`src/rtl/pwm_cmd_scheduler.sv`:
```
// PWM command scheduler: synchronises SPI command words, queues them, decodes them
// into shadow state and streams committed compare values out at a period boundary.
module pwm_cmd_scheduler #(
  parameter int unsigned NUM_CH     = 8,
  parameter int unsigned CMP_W      = 8,
  parameter int unsigned DIV_W      = 3,
  parameter int unsigned FIFO_DEPTH = 4
) (
  input  logic              clk,
  input  logic              rst,
  input  logic [15:0]       cmd_data,
  input  logic              cmd_rdy,
  input  logic              period_end,
  output logic [CMP_W-1:0]  compare_out,
  output logic [NUM_CH-1:0] ch_wr,
  output logic [NUM_CH-1:0] ch_en,
  output logic [DIV_W-1:0]  div_out,
  output logic              div_wr,
  output logic              busy,
  output logic              overflow
);

  localparam int unsigned AW = (FIFO_DEPTH > 1) ? $clog2(FIFO_DEPTH) : 1;
  localparam int unsigned CW = $clog2(FIFO_DEPTH + 1);
  localparam int unsigned FW = 5 + CMP_W;

  typedef enum logic [1:0] {
    S_IDLE,
    S_WAIT,
    S_UPDATE
  } state_t;

  typedef enum logic [1:0] {
    OP_WRITE_CMP = 2'b00,
    OP_SET_DIV   = 2'b01,
    OP_ENABLE    = 2'b10,
    OP_COMMIT    = 2'b11
  } opcode_t;

  state_t             state_q, state_d;
  logic               sync1_q, sync2_q, sync3_q;
  logic [FW-1:0]      fifo_q [FIFO_DEPTH];
  logic [FW-1:0]      fifo_d [FIFO_DEPTH];
  logic [AW-1:0]      wr_ptr_q, wr_ptr_d, rd_ptr_q, rd_ptr_d;
  logic [CW-1:0]      count_q, count_d;
  logic [CMP_W-1:0]   shadow_q [NUM_CH];
  logic [CMP_W-1:0]   shadow_d [NUM_CH];
  logic [NUM_CH-1:0]  dirty_q, dirty_d;
  logic [NUM_CH-1:0]  ch_en_q, ch_en_d;
  logic [NUM_CH-1:0]  ch_wr_q, ch_wr_d;
  logic [CMP_W-1:0]   cmp_q, cmp_d;
  logic [DIV_W-1:0]   div_q, div_d;
  logic               div_wr_q, div_wr_d;
  logic               ovf_q, ovf_d;

  logic               push, pop, full, push_ok;
  logic [FW-1:0]      head;
  logic [2:0]         head_ch;
  opcode_t            head_op;
  logic [CMP_W-1:0]   head_pl;
  logic [NUM_CH-1:0]  sel_oh;
  logic [CMP_W-1:0]   sel_cmp;

  assign push    = sync2_q & ~sync3_q;
  assign full    = (count_q == CW'(FIFO_DEPTH));
  assign pop     = (state_q == S_IDLE) && (count_q != '0);
  // a full FIFO still takes a push when the same cycle pops
  assign push_ok = push & (~full | pop);
  assign head    = fifo_q[rd_ptr_q];
  assign head_ch = head[FW-1 -: 3];
  assign head_op = opcode_t'(head[FW-4 -: 2]);
  assign head_pl = head[CMP_W-1:0];
  assign sel_oh  = dirty_q & (~dirty_q + NUM_CH'(1));

  always_comb begin
    sel_cmp = '0;
    for (int unsigned i = 0; i < NUM_CH; i++) begin
      sel_cmp = sel_cmp | (shadow_q[i] & {CMP_W{sel_oh[i]}});
    end
  end

  always_comb begin
    state_d  = state_q;
    fifo_d   = fifo_q;
    wr_ptr_d = wr_ptr_q;
    rd_ptr_d = rd_ptr_q;
    count_d  = count_q;
    shadow_d = shadow_q;
    dirty_d  = dirty_q;
    ch_en_d  = ch_en_q;
    ch_wr_d  = '0;
    cmp_d    = cmp_q;
    div_d    = div_q;
    div_wr_d = 1'b0;
    ovf_d    = ovf_q | (push & ~push_ok);

    if (push_ok) begin
      fifo_d[wr_ptr_q] = {cmd_data[15:11], cmd_data[CMP_W-1:0]};
      wr_ptr_d = wr_ptr_q + AW'(1);
    end
    if (pop) begin
      rd_ptr_d = rd_ptr_q + AW'(1);
    end
    case ({push_ok, pop})
      2'b10:   count_d = count_q + CW'(1);
      2'b01:   count_d = count_q - CW'(1);
      default: count_d = count_q;
    endcase

    case (state_q)
      S_IDLE: begin
        if (pop) begin
          case (head_op)
            OP_WRITE_CMP: begin
              for (int unsigned i = 0; i < NUM_CH; i++) begin
                if (3'(i) == head_ch) begin
                  shadow_d[i] = head_pl;
                  dirty_d[i]  = 1'b1;
                end
              end
            end
            OP_SET_DIV: begin
              div_d    = head_pl[DIV_W-1:0];
              div_wr_d = 1'b1;
            end
            OP_ENABLE: begin
              for (int unsigned i = 0; i < NUM_CH; i++) begin
                if (3'(i) == head_ch) begin
                  ch_en_d[i] = head_pl[0];
                end
              end
            end
            default: begin
              if (dirty_q != '0) state_d = S_WAIT;
            end
          endcase
        end
      end
      S_WAIT: begin
        if (period_end) state_d = S_UPDATE;
      end
      S_UPDATE: begin
        ch_wr_d = sel_oh;
        if (sel_oh != '0) cmp_d = sel_cmp;
        dirty_d = dirty_q & ~sel_oh;
        if (dirty_d == '0) state_d = S_IDLE;
      end
      default: state_d = S_IDLE;
    endcase
  end

  always_ff @(posedge clk) begin
    if (rst) begin
      state_q  <= S_IDLE;
      sync1_q  <= 1'b1;
      sync2_q  <= 1'b1;
      sync3_q  <= 1'b1;
      for (int unsigned i = 0; i < FIFO_DEPTH; i++) fifo_q[i] <= '0;
      wr_ptr_q <= '0;
      rd_ptr_q <= '0;
      count_q  <= '0;
      for (int unsigned i = 0; i < NUM_CH; i++) shadow_q[i] <= '0;
      dirty_q  <= '0;
      ch_en_q  <= '0;
      ch_wr_q  <= '0;
      cmp_q    <= '0;
      div_q    <= '0;
      div_wr_q <= 1'b0;
      ovf_q    <= 1'b0;
    end else begin
      state_q  <= state_d;
      sync1_q  <= cmd_rdy;
      sync2_q  <= sync1_q;
      sync3_q  <= sync2_q;
      fifo_q   <= fifo_d;
      wr_ptr_q <= wr_ptr_d;
      rd_ptr_q <= rd_ptr_d;
      count_q  <= count_d;
      shadow_q <= shadow_d;
      dirty_q  <= dirty_d;
      ch_en_q  <= ch_en_d;
      ch_wr_q  <= ch_wr_d;
      cmp_q    <= cmp_d;
      div_q    <= div_d;
      div_wr_q <= div_wr_d;
      ovf_q    <= ovf_d;
    end
  end

  assign compare_out = cmp_q;
  assign ch_wr       = ch_wr_q;
  assign ch_en       = ch_en_q;
  assign div_out     = div_q;
  assign div_wr      = div_wr_q;
  assign overflow    = ovf_q;
  assign busy        = (state_q != S_IDLE) || (count_q != '0);

endmodule

```
`config.mk`:
```
export PLATFORM = sky130hd
export DESIGN_NAME = pwm_cmd_scheduler
export DESIGN_NICKNAME = d
export VERILOG_FILES = /design/src/rtl/pwm_cmd_scheduler.sv
export SDC_FILE = /design/constraint.sdc
export NUM_CORES = 1
export LEC_CHECK = 0
export ABC_AREA = 1
export CORE_ASPECT_RATIO = 2
export CORE_MARGIN = 2
export CORE_UTILIZATION = 35
export DETAILED_ROUTE_END_ITERATION = 6
export PLACE_DENSITY = 0.54
export SYNTH_ARGS = -nofsm -noshare
export SYNTH_HDL_FRONTEND = slang
export SYNTH_SLANG_ARGS = --single-unit
```
`constraint.sdc`:
```
create_clock -name clk -period 2.4 [get_ports clk]
set_input_delay 0.24 -clock clk [delete_from_list [all_inputs] [get_ports clk]]
set_output_delay 0.24 -clock clk [all_outputs]
set_load 0.02 [all_outputs]
```
# Yosys cells after proc, flatten, opt, wreduce, memory -nomap -nowiden
# Cells that the tools add are included.
op_classes:
  add_sub_neg: 5
  n_mul: 0
  div_mod_pow: 0
  n_lt_le_gt_ge: 3
  eq_ne: 28
  shifts: 0
  mux: 25
  bitwise_logic: 32
  reduce_logical: 43
ops:
  columns: ["operator", "n"]
  rows:
  - ["$reduce_and 4->1", 24]
  - ["$and 8x8->8", 10]
  - ["$or 8x8->8", 7]
  - ["$bwmux 52", 1]
  - ["$mux 13", 3]
  - ["$bmux 13 s2", 1]
  - ["$demux 13 s2", 1]
  - ["$ne 2x1->1 const B", 10]
  - ["$mux 8", 2]
  - ["$not 8->8", 2]
  - ["$pmux 8 s2", 1]
  - ["$reduce_bool 8->1", 2]
  - ["$eq 3x3->1 const A", 4]
  - ["$mux 2", 5]
  - ["$mux 1", 9]
  - ["$add 8x1->8 const B", 1]
  - ["$logic_not 8->1", 1]
  - ["$ne 2x2->1 const B", 4]
  - ["$eq 2x1->1 const B", 3]
  - ["$eq 2x2->1 const B", 3]
  - ["$eq 2x3->1 const A", 2]
  - ["$ge 3x3->1 const B", 2]
  - ["$not 1->1", 6]
  - ["$not 2->3", 2]
  - ["other kinds (21)", 30]
word_totals:
  reg_bits: 165
  latchBits: 0
  mem_bits_rw: 0
  rom_bits: 0
  inputBits: 20
  output_inout_bits: 30
  wordCells: 176
  mem_count: 0

# Depth between registers and ports, before layout
# Gate-level depths: netlist (run 1).
logic_depth:
  depth_word: 11
  depth_mapped: 14
  ltp_nobuf: 12

# Worst setup path before layout (run 1)
# Ideal clock, no wire load.
synth_timing:
  kind: "reg2reg"
  startpoint: "register state_q[1]"
  endpoint: "register count_q[2]"
  setup_ps: 122
  arrival_time_ps: 2224
  required_time_ps: 2278
  path_slack_ps: 54
  stages_incl_launch_ff: 15
  path_buffers: 2
  period_less_slack_ps: 2346
  path_cell_list: "dfxtp_1 > inv_1 > nand2_1 > inv_1 > nand2_1 > inv_2 > buf_2 > buf_2 > ha_1 > inv_1 > fa_1 > a21oi_1 > o21ai_0 > o21ai_0 > a21oi_1"
synth_between:
  elab_chain_cells: 6
  word_cells_on_any_way: 8
  classes_between: "eq/ne (2); mux (1); bitwise (2); reduce/logical (3)"
synth_rtl:
  columns: ["element", "line", "rtl"]
  rows:
  - ["start: declaration", "40", "state_t state_q, state_d;"]
  - ["start signal: assignment", "171", "state_q <= state_d;"]
  - ["$logic_not 2->1 (*)", "66", "assign pop = (state_q == S_IDLE) && (count_q != '0);"]
  - ["$logic_and 1x1->1 (*)", "66", null]
  - ["via pop", "56", "logic push, pop, full, push_ok;"]
  - ["$or 1x1->1", "68", "assign push_ok = push & (~full | pop);"]
  - ["$and 1x1->1", "68", null]
  - ["$eq 2x1->1 or $eq 2x2->1 (tied branches)", "104", "case ({push_ok, pop})"]
  - ["$pmux 3 s2 or $reduce_bool 2->1 (tied branches)", null, null]
  - ["end signal: assignment", "178", "count_q <= count_d;"]
  - ["end: declaration", "45", "logic [CW-1:0] count_q, count_d;"]
# Mark *: on every way through the listed nets, which the timed path passes. The rest lies on a longest branch.
# A chain may end at the register's enable or synchronous reset.

# Final worst setup path (run 1)
layout_timing:
  startpoint: "register state_q[0]"
  endpoint: "output busy"
layout_between:
  elab_chain_cells: 2
layout_rtl:
  columns: ["element", "line", "rtl"]
  rows:
  - ["$reduce_bool 2->1", "196", "assign busy = (state_q != S_IDLE) || (count_q != '0);"]
  - ["$logic_or 1x1->1", "196", null]
  - ["end: declaration", "19", "output logic busy,"]
# Every way passes these cells.

==> results.toml, run 1 <==
[status]
run_status = "complete, no violations"

[sta]
timing.final.crit_share_pct = 87.8
worst_slew_pin_slew_ns = 0.923
worst_slack_ns = 0.293
final_period_minus_worst_setup_slack_ns = 2.11
report.final.slew_viol_count = 0
final-setup-viol-count = 0
finalSetupTns_ns = 0
max_freq_mhz = 475
rsz_0062_raised_after_global_routing = "false"
final-hold-violation-count = 0
max-slew-margin-rel_pct = 38.5
final.setup_skew_ns = 0.00776

[floorplan]
core_area_um2 = 22000
initial_utilization_pct = 35.4
design.die.area_um2 = 23500
fp-row-count = 77
top_level_ports = 50
die_h_um = 215
die_w_um = 109

[synthesis]
yosys_most_used_dff = "sky130_fd_sc_hd__dfxtp_1"
share_of_the_synthesized_area_in_the_top_cell_type_pct = 42.5
synth_area_leaders = "sky130_fd_sc_hd__dfxtp_1, sky130_fd_sc_hd__nand2_1, sky130_fd_sc_hd__nand3_1, sky130_fd_sc_hd__a21oi_1, sky130_fd_sc_hd__nor2_1"
count_of_distinct_cell_types_in_the_synthesized_netlist = 32
yosysSeqAreaShare_pct = 42.5
synthMostInstantiatedCell = "sky130_fd_sc_hd__nand2_1"
synth.cell_area_um2 = 7770
most_used_standard_cells_in_the_synthesized_netlist = "sky130_fd_sc_hd__nand2_1, sky130_fd_sc_hd__dfxtp_1, sky130_fd_sc_hd__nor2_1"
synth_async_sr_flop_share_pct = 0
yosysTopAreaCell = "sky130_fd_sc_hd__dfxtp_1"
synth-edff-count = 0
synth_area_per_cell_um2 = 6.76
number_of_warnings_reported_in_the_yosys_synthesis_log = 0
ys_ff_latch = 165
synthesized_netlist_cell_count = 1150
synth.net_count = 1176

[route]
drt_first_iter_violations = 290
drc = 0
antenna_left = 0
via_per_inst = 4.77
wire_length_reported_by_the_detailed_router_um = 22400
drtPass1Iterations = 5
wl_per_cell_um = 15.1
via_count = 7084

[clock_network]
worst_skew_pair.late_latency_ns = 0.44
holdBufCountCts = 0
cts_resized = 0
cts.root.buffer_cell = "sky130_fd_sc_hd__clkbuf_16"
tritoncts = "yes"
total_cts_buffers = 17
post-cts-setup-buffers = 0
path_clk_slew_ns = 0.06
cts_max_path_buffers = 2
clkSinkCount = 165
ctsHtreeMaxLevel = 4

[hold_path]
timing.hold.worst.class = "input pin to flip-flop"

[critical_path]
crit_chain = "inv_1 -> nand2_1 -> inv_1 -> buf_4 -> nand3_1 -> clkdlybuf4s50_1"
worst_endpoint_data_arrival_time_ns = 1.87
end_kind = "output port"
max_stage_delay_ns = 0.61
slowest_stage = "sky130_fd_sc_hd__clkdlybuf4s50_1"
critical_path.top_delay_family = "buffers and inverters"
startpoint_type = "flip-flop"
crit_buf_inv = 4
critical_path.most_common_cell = "sky130_fd_sc_hd__inv_1"
worstPathRequired_ns = 2.16
crit_path_max_fanout = 10
classification_of_the_worst_setup_path = "flip-flop to output port"

[pwr]
leakage_power_of_the_design_nw = 3.79
power.density_nw_per_um2 = 1030
totalPowerFinal_mw = 9.59
vdd_ir_max_mv = 0.480

[run]
maxCapViolCount = 0

[cells_and_area]
nNetsFinal = 1222
layout-area-overhead-vs-synth_pct = 19.4
drive_above_1_share_pct = 8.93
final_core_area_utilization_pct = 42.2
multi_input_comb_area_um2 = 3660
fill_cells = 2357
area_used_by_sequential_logic_in_the_layout_um2 = 3300
fin_cells = 1485
antenna-diode-count = 0

[place]
dp_hpwl_um = 15900
post-place-cells = 1453
routabilityCongestion = 0.802
pre_cts_slack_ns = 0.291
placement.io_buffers = 46

[global_routing]
all_layer_global_routing_usage_pct = 20.5
grt_pass1_wl_um = 36800
globalRoute.totalOverflow = 0
grt_start_max_net_pins = 65
antenna_found_initial = 0
number_of_global_route_vias_before_repair = 6937
[per-layer routing]
metal / part of all wire [%] / vias up / track usage [%]
li1: - / 3752 / -
met1: 38 / 3190 / 21.8
met2: 56 / 111 / 38.1
met3: 2.4 / 31 / 3.79
met4: 3.3 / 0 / 8.82
met5: 0 / - / 0
[through the flow]
stage,hold slack (ns),instance area [um^2]
6_report,0.0841,9280
5_1_grt,0.0778,9280
4_1_cts,0.0718,9270
3_5_place_dp,0.400,8600
3_3_place_gp,0.392,8600
2_1_floorplan,0.344,7770
[area by class of cell]
cell class                      instances  share of cell area, %
Clock buffer                           19                   4.78
Clock inverter                         13                   2.47
Inverter                              143                   5.84
Multi-Input combinational cell        785                   39.5
Sequential cell                       165                   35.6
Tap cell                              276                   3.72
Timing Repair Buffer                   84                   8.12
[layout by cell type, fill, tap and decap left out, types with 2 or more instances in the layout]
master	n
sky130_fd_sc_hd__o21ai_0	58
sky130_fd_sc_hd__nand2_4	2
sky130_fd_sc_hd__dfxtp_1	165
sky130_fd_sc_hd__clkinvlp_4	4
sky130_fd_sc_hd__clkinv_2	2
sky130_fd_sc_hd__nor3_2	2
sky130_fd_sc_hd__nand2_1	270
sky130_fd_sc_hd__nor3_1	12
sky130_fd_sc_hd__a21oi_1	117
sky130_fd_sc_hd__clkdlybuf4s50_1	45
sky130_fd_sc_hd__nand3_4	4
sky130_fd_sc_hd__buf_4	37
sky130_fd_sc_hd__bufinv_16	6
sky130_fd_sc_hd__or2_2	2
sky130_fd_sc_hd__ha_1	5
sky130_fd_sc_hd__and3_1	4
sky130_fd_sc_hd__clkbuf_16	17
sky130_fd_sc_hd__nor2_2	3
sky130_fd_sc_hd__nor2_4	3
sky130_fd_sc_hd__nand2_2	3
sky130_fd_sc_hd__inv_1	134
sky130_fd_sc_hd__inv_2	7
sky130_fd_sc_hd__nor2_1	144
sky130_fd_sc_hd__nand3_1	118
sky130_fd_sc_hd__nand3_2	7
sky130_fd_sc_hd__nand4_1	24
sky130_fd_sc_hd__a21oi_2	3
[where the power goes]
part / total (mW) / leakage [nW] / switching (mW) / internal, mW
Combinational: 3.29 / 2.14 / 2.35 / 0.937
Clock: 3.14 / 0.315 / 1.16 / 1.98
Sequential: 3.16 / 1.33 / 0.149 / 3.01
Total: 9.59 / 3.79 / 3.67 / 5.92
[cells by family (layout without fill, tap and decap cells)]
group	count (synthesis)	count (layout)	synth area share, %
buffers and inverters	200	259	10.4
flip-flops	165	165	42.5
adder cells (fa/ha/maj)	6	6	1.06
AO/OA/AOI/OAI	180	180	11.8
AND/OR/NAND/NOR	599	599	34.2
[sequential cells by signal (all words and copies together), names as in the netlist]
signal	flops
shadow_q	64
ch_wr	8
rd_ptr_q	2
count_q	3
div_wr	1
dirty_q	8
overflow	1
sync2_q	1
state_q	2
ch_en	8
fifo_q	52
compare_out	8
sync1_q	1
div_out	3
wr_ptr_q	2
sync3_q	1
[worst paths after layout]
check / start / endpoint / slack, ns / cells after the start
worst min-delay path: rst / overflow / 0.08 / 2
worst min register to register: sync1_q / sync2_q / 0.41 / 1
worst max register to register: rd_ptr_q[0] / shadow_q[37] / 0.30 / 11
worst max-delay path: state_q[0] / busy / 0.29 / 6
Power figures use the tool's default switching activity.
==> run 2, diff against run 1 <==
--- a/config.mk
+++ b/config.mk
@@ -9,7 +9,9 @@
 export CORE_ASPECT_RATIO = 2
 export CORE_MARGIN = 2
 export CORE_UTILIZATION = 35
+export CTS_CLUSTER_DIAMETER = 30
 export DETAILED_ROUTE_END_ITERATION = 6
+export HOLD_SLACK_MARGIN = 0.12
 export PLACE_DENSITY = 0.54
 export SYNTH_ARGS = -nofsm -noshare
 export SYNTH_HDL_FRONTEND = slang
==> results.toml, run 2 (same netlist as run 1, synthesis figures left out) <==
[sta]
report.final.slew_viol_count = 0
max-slew-margin-rel_pct = 38.4
rsz_0062_raised_after_global_routing = "false"
timing.final.crit_share_pct = 87.6
final_period_minus_worst_setup_slack_ns = 2.10
max_freq_mhz = 475
final.hold.worst_slack_ns = 0.358
final.setup_skew_ns = 0.00864
worst_slack_ns = 0.297
worst_slew_pin_slew_ns = 0.924
final-hold-violation-count = 0
finalSetupTns_ns = 0
final-setup-viol-count = 0

[clock_network]
cts_max_path_buffers = 2
ctsHtreeMaxLevel = 4
post-cts-setup-buffers = 0
tritoncts = "yes"
total_cts_buffers = 17
worst_skew_pair.late_latency_ns = 0.44
path_clk_slew_ns = 0.06
cts.root.buffer_cell = "sky130_fd_sc_hd__clkbuf_16"
clkSinkCount = 165

[place]
post-place-cells = 1453
placement_stage_cell_area_um2 = 8600
routabilityCongestion = 0.802
placement.io_buffers = 46
dp_hpwl_um = 15900
pre_cts_slack_ns = 0.291

[route]
drc = 0
top_layer_used = "met4"
wirelength_met1_um = 8550
via_per_inst = 4.79
via_count = 7121
wl_per_cell_um = 15.1
drt_first_iter_violations = 315
wl_met3_um = 511
met2WireLength_um = 12600
drtPass1Iterations = 5
wire_length_reported_by_the_detailed_router_um = 22400
antenna_left = 0

[floorplan]
initial_utilization_pct = 35.4
die_w_um = 109
core_area_um2 = 22000
fp-row-count = 77
die_h_um = 215
top_level_ports = 50
design.die.area_um2 = 23500

[critical_path]
crit_buf_inv = 4
critical_path.most_common_cell = "sky130_fd_sc_hd__inv_1"
worst_endpoint_data_arrival_time_ns = 1.86
cp.depth = 6
crit_path_max_fanout = 10
max_stage_delay_ns = 0.61
end_kind = "output port"
start_of_the_worst_register_to_register_path = "rd_ptr_q[0]"
crit_path_start = "state_q[0]"
worstPathRequired_ns = 2.16
classification_of_the_worst_setup_path = "flip-flop to output port"
critical_path.top_delay_family = "buffers and inverters"
ff2ff_path_depth = 11
slowest_stage = "sky130_fd_sc_hd__clkdlybuf4s50_1"
startpoint_type = "flip-flop"
crit_chain = "inv_1 -> nand2_1 -> inv_1 -> buf_4 -> nand3_1 -> clkdlybuf4s50_1"
timing.reg2reg.setup_slack_ns = 0.30

[status]
run_status = "complete, no violations"

[cells_and_area]
layout_common_cells = "sky130_fd_sc_hd__nand2_1, sky130_fd_sc_hd__dfxtp_1, sky130_fd_sc_hd__nor2_1, sky130_fd_sc_hd__inv_1, sky130_fd_sc_hd__nand3_1"
layout-area-overhead-vs-synth_pct = 19.5
nNetsFinal = 1223
final_core_area_utilization_pct = 42.3
fin_cells = 1486
finalInstanceArea_um2 = 9290
reg_top3 = "shadow_q x64, fifo_q x52"
largest_register_ffs = 64
fill_cells = 2356
drive_above_1_share_pct = 8.93
layout_commonest_cell = "sky130_fd_sc_hd__nand2_1"
antenna-diode-count = 0
max_flop_register = "shadow_q"

[pwr]
vdd_ir_max_mv = 0.480
totalPowerFinal_mw = 9.60
power.density_nw_per_um2 = 1030
leakage_power_of_the_design_nw = 3.79

[global_routing]
all_layer_global_routing_usage_pct = 20.6
number_of_global_route_vias_before_repair = 6947
grt_pass1_wl_um = 36800
antenna_found_initial = 0
globalRoute.totalOverflow = 0
grt_start_max_net_pins = 65

[hold_path]
number_of_instances_on_the_worst_hold_path = 2
timing.hold.worst.class = "input pin to flip-flop"
hold_start = "cmd_rdy"

[run]
maxCapViolCount = 0
## run 2: timing repair
| action | 4_1_cts | 5_1_grt |
|---|---|---|
| endpoints found under the hold margin | 1 | 0 |
| endpoints found under the setup margin | 0 | 1 |
| hold buffers | 1 | 0 |
| gates resized for setup | 0 | 1 |
## run 2: routing by layer
layer,GRT usage (%),vias to the layer above
met5,0,-
met4,8.82,0
met3,3.79,31
met2,38.2,113
met1,21.8,3218
li1,-,3759
## run 2: worst paths after layout
| check | end |
|---|---|
| worst max-delay path | busy |
| worst min-delay path | sync1_q |
| worst max register to register | shadow_q[21] |
| worst min register to register | sync2_q |
## run 2: final cells by class
type,instances,area (um^2),area share [%]
tap,276,345,3.72
inverter,143,542,5.83
timing repair buffer,85,763,8.22
sequential,165,3300,35.6
clock buffer,19,443,4.77
clock inverter,13,229,2.47
multi-input combinational,785,3660,39.4
## run 2: power breakdown
group / switching [mW] / leakage (nW) / total [mW] / internal (mW)
registers: 0.150 / 1.33 / 3.16 / 3.01
clock network: 1.16 / 0.315 / 3.14 / 1.98
logic: 2.36 / 2.14 / 3.30 / 0.938
total: 3.67 / 3.79 / 9.60 / 5.93
## run 2: worst register-to-register path: stages, from the launching register on
cell	delay (ns)
sky130_fd_sc_hd__dfxtp_1	0.51
sky130_fd_sc_hd__inv_2	0.20
sky130_fd_sc_hd__nand2_1	0.10
sky130_fd_sc_hd__nand3_1	0.06
sky130_fd_sc_hd__nand2_1	0.20
sky130_fd_sc_hd__nand2_4	0.17
sky130_fd_sc_hd__inv_6	0.17
sky130_fd_sc_hd__buf_4	0.25
sky130_fd_sc_hd__nand3_4	0.16
sky130_fd_sc_hd__nand2_1	0.10
sky130_fd_sc_hd__inv_1	0.04
sky130_fd_sc_hd__nor2_1	0.09
==> run 3, diff against run 2 <==
--- a/config.mk
+++ b/config.mk
@@ -9,7 +9,6 @@
 export CORE_ASPECT_RATIO = 2
 export CORE_MARGIN = 2
 export CORE_UTILIZATION = 35
-export CTS_CLUSTER_DIAMETER = 30
 export DETAILED_ROUTE_END_ITERATION = 6
 export HOLD_SLACK_MARGIN = 0.12
 export PLACE_DENSITY = 0.54
==> results of run 3 <==
The final DEF is identical to that of run 2; final timing and power are the same.
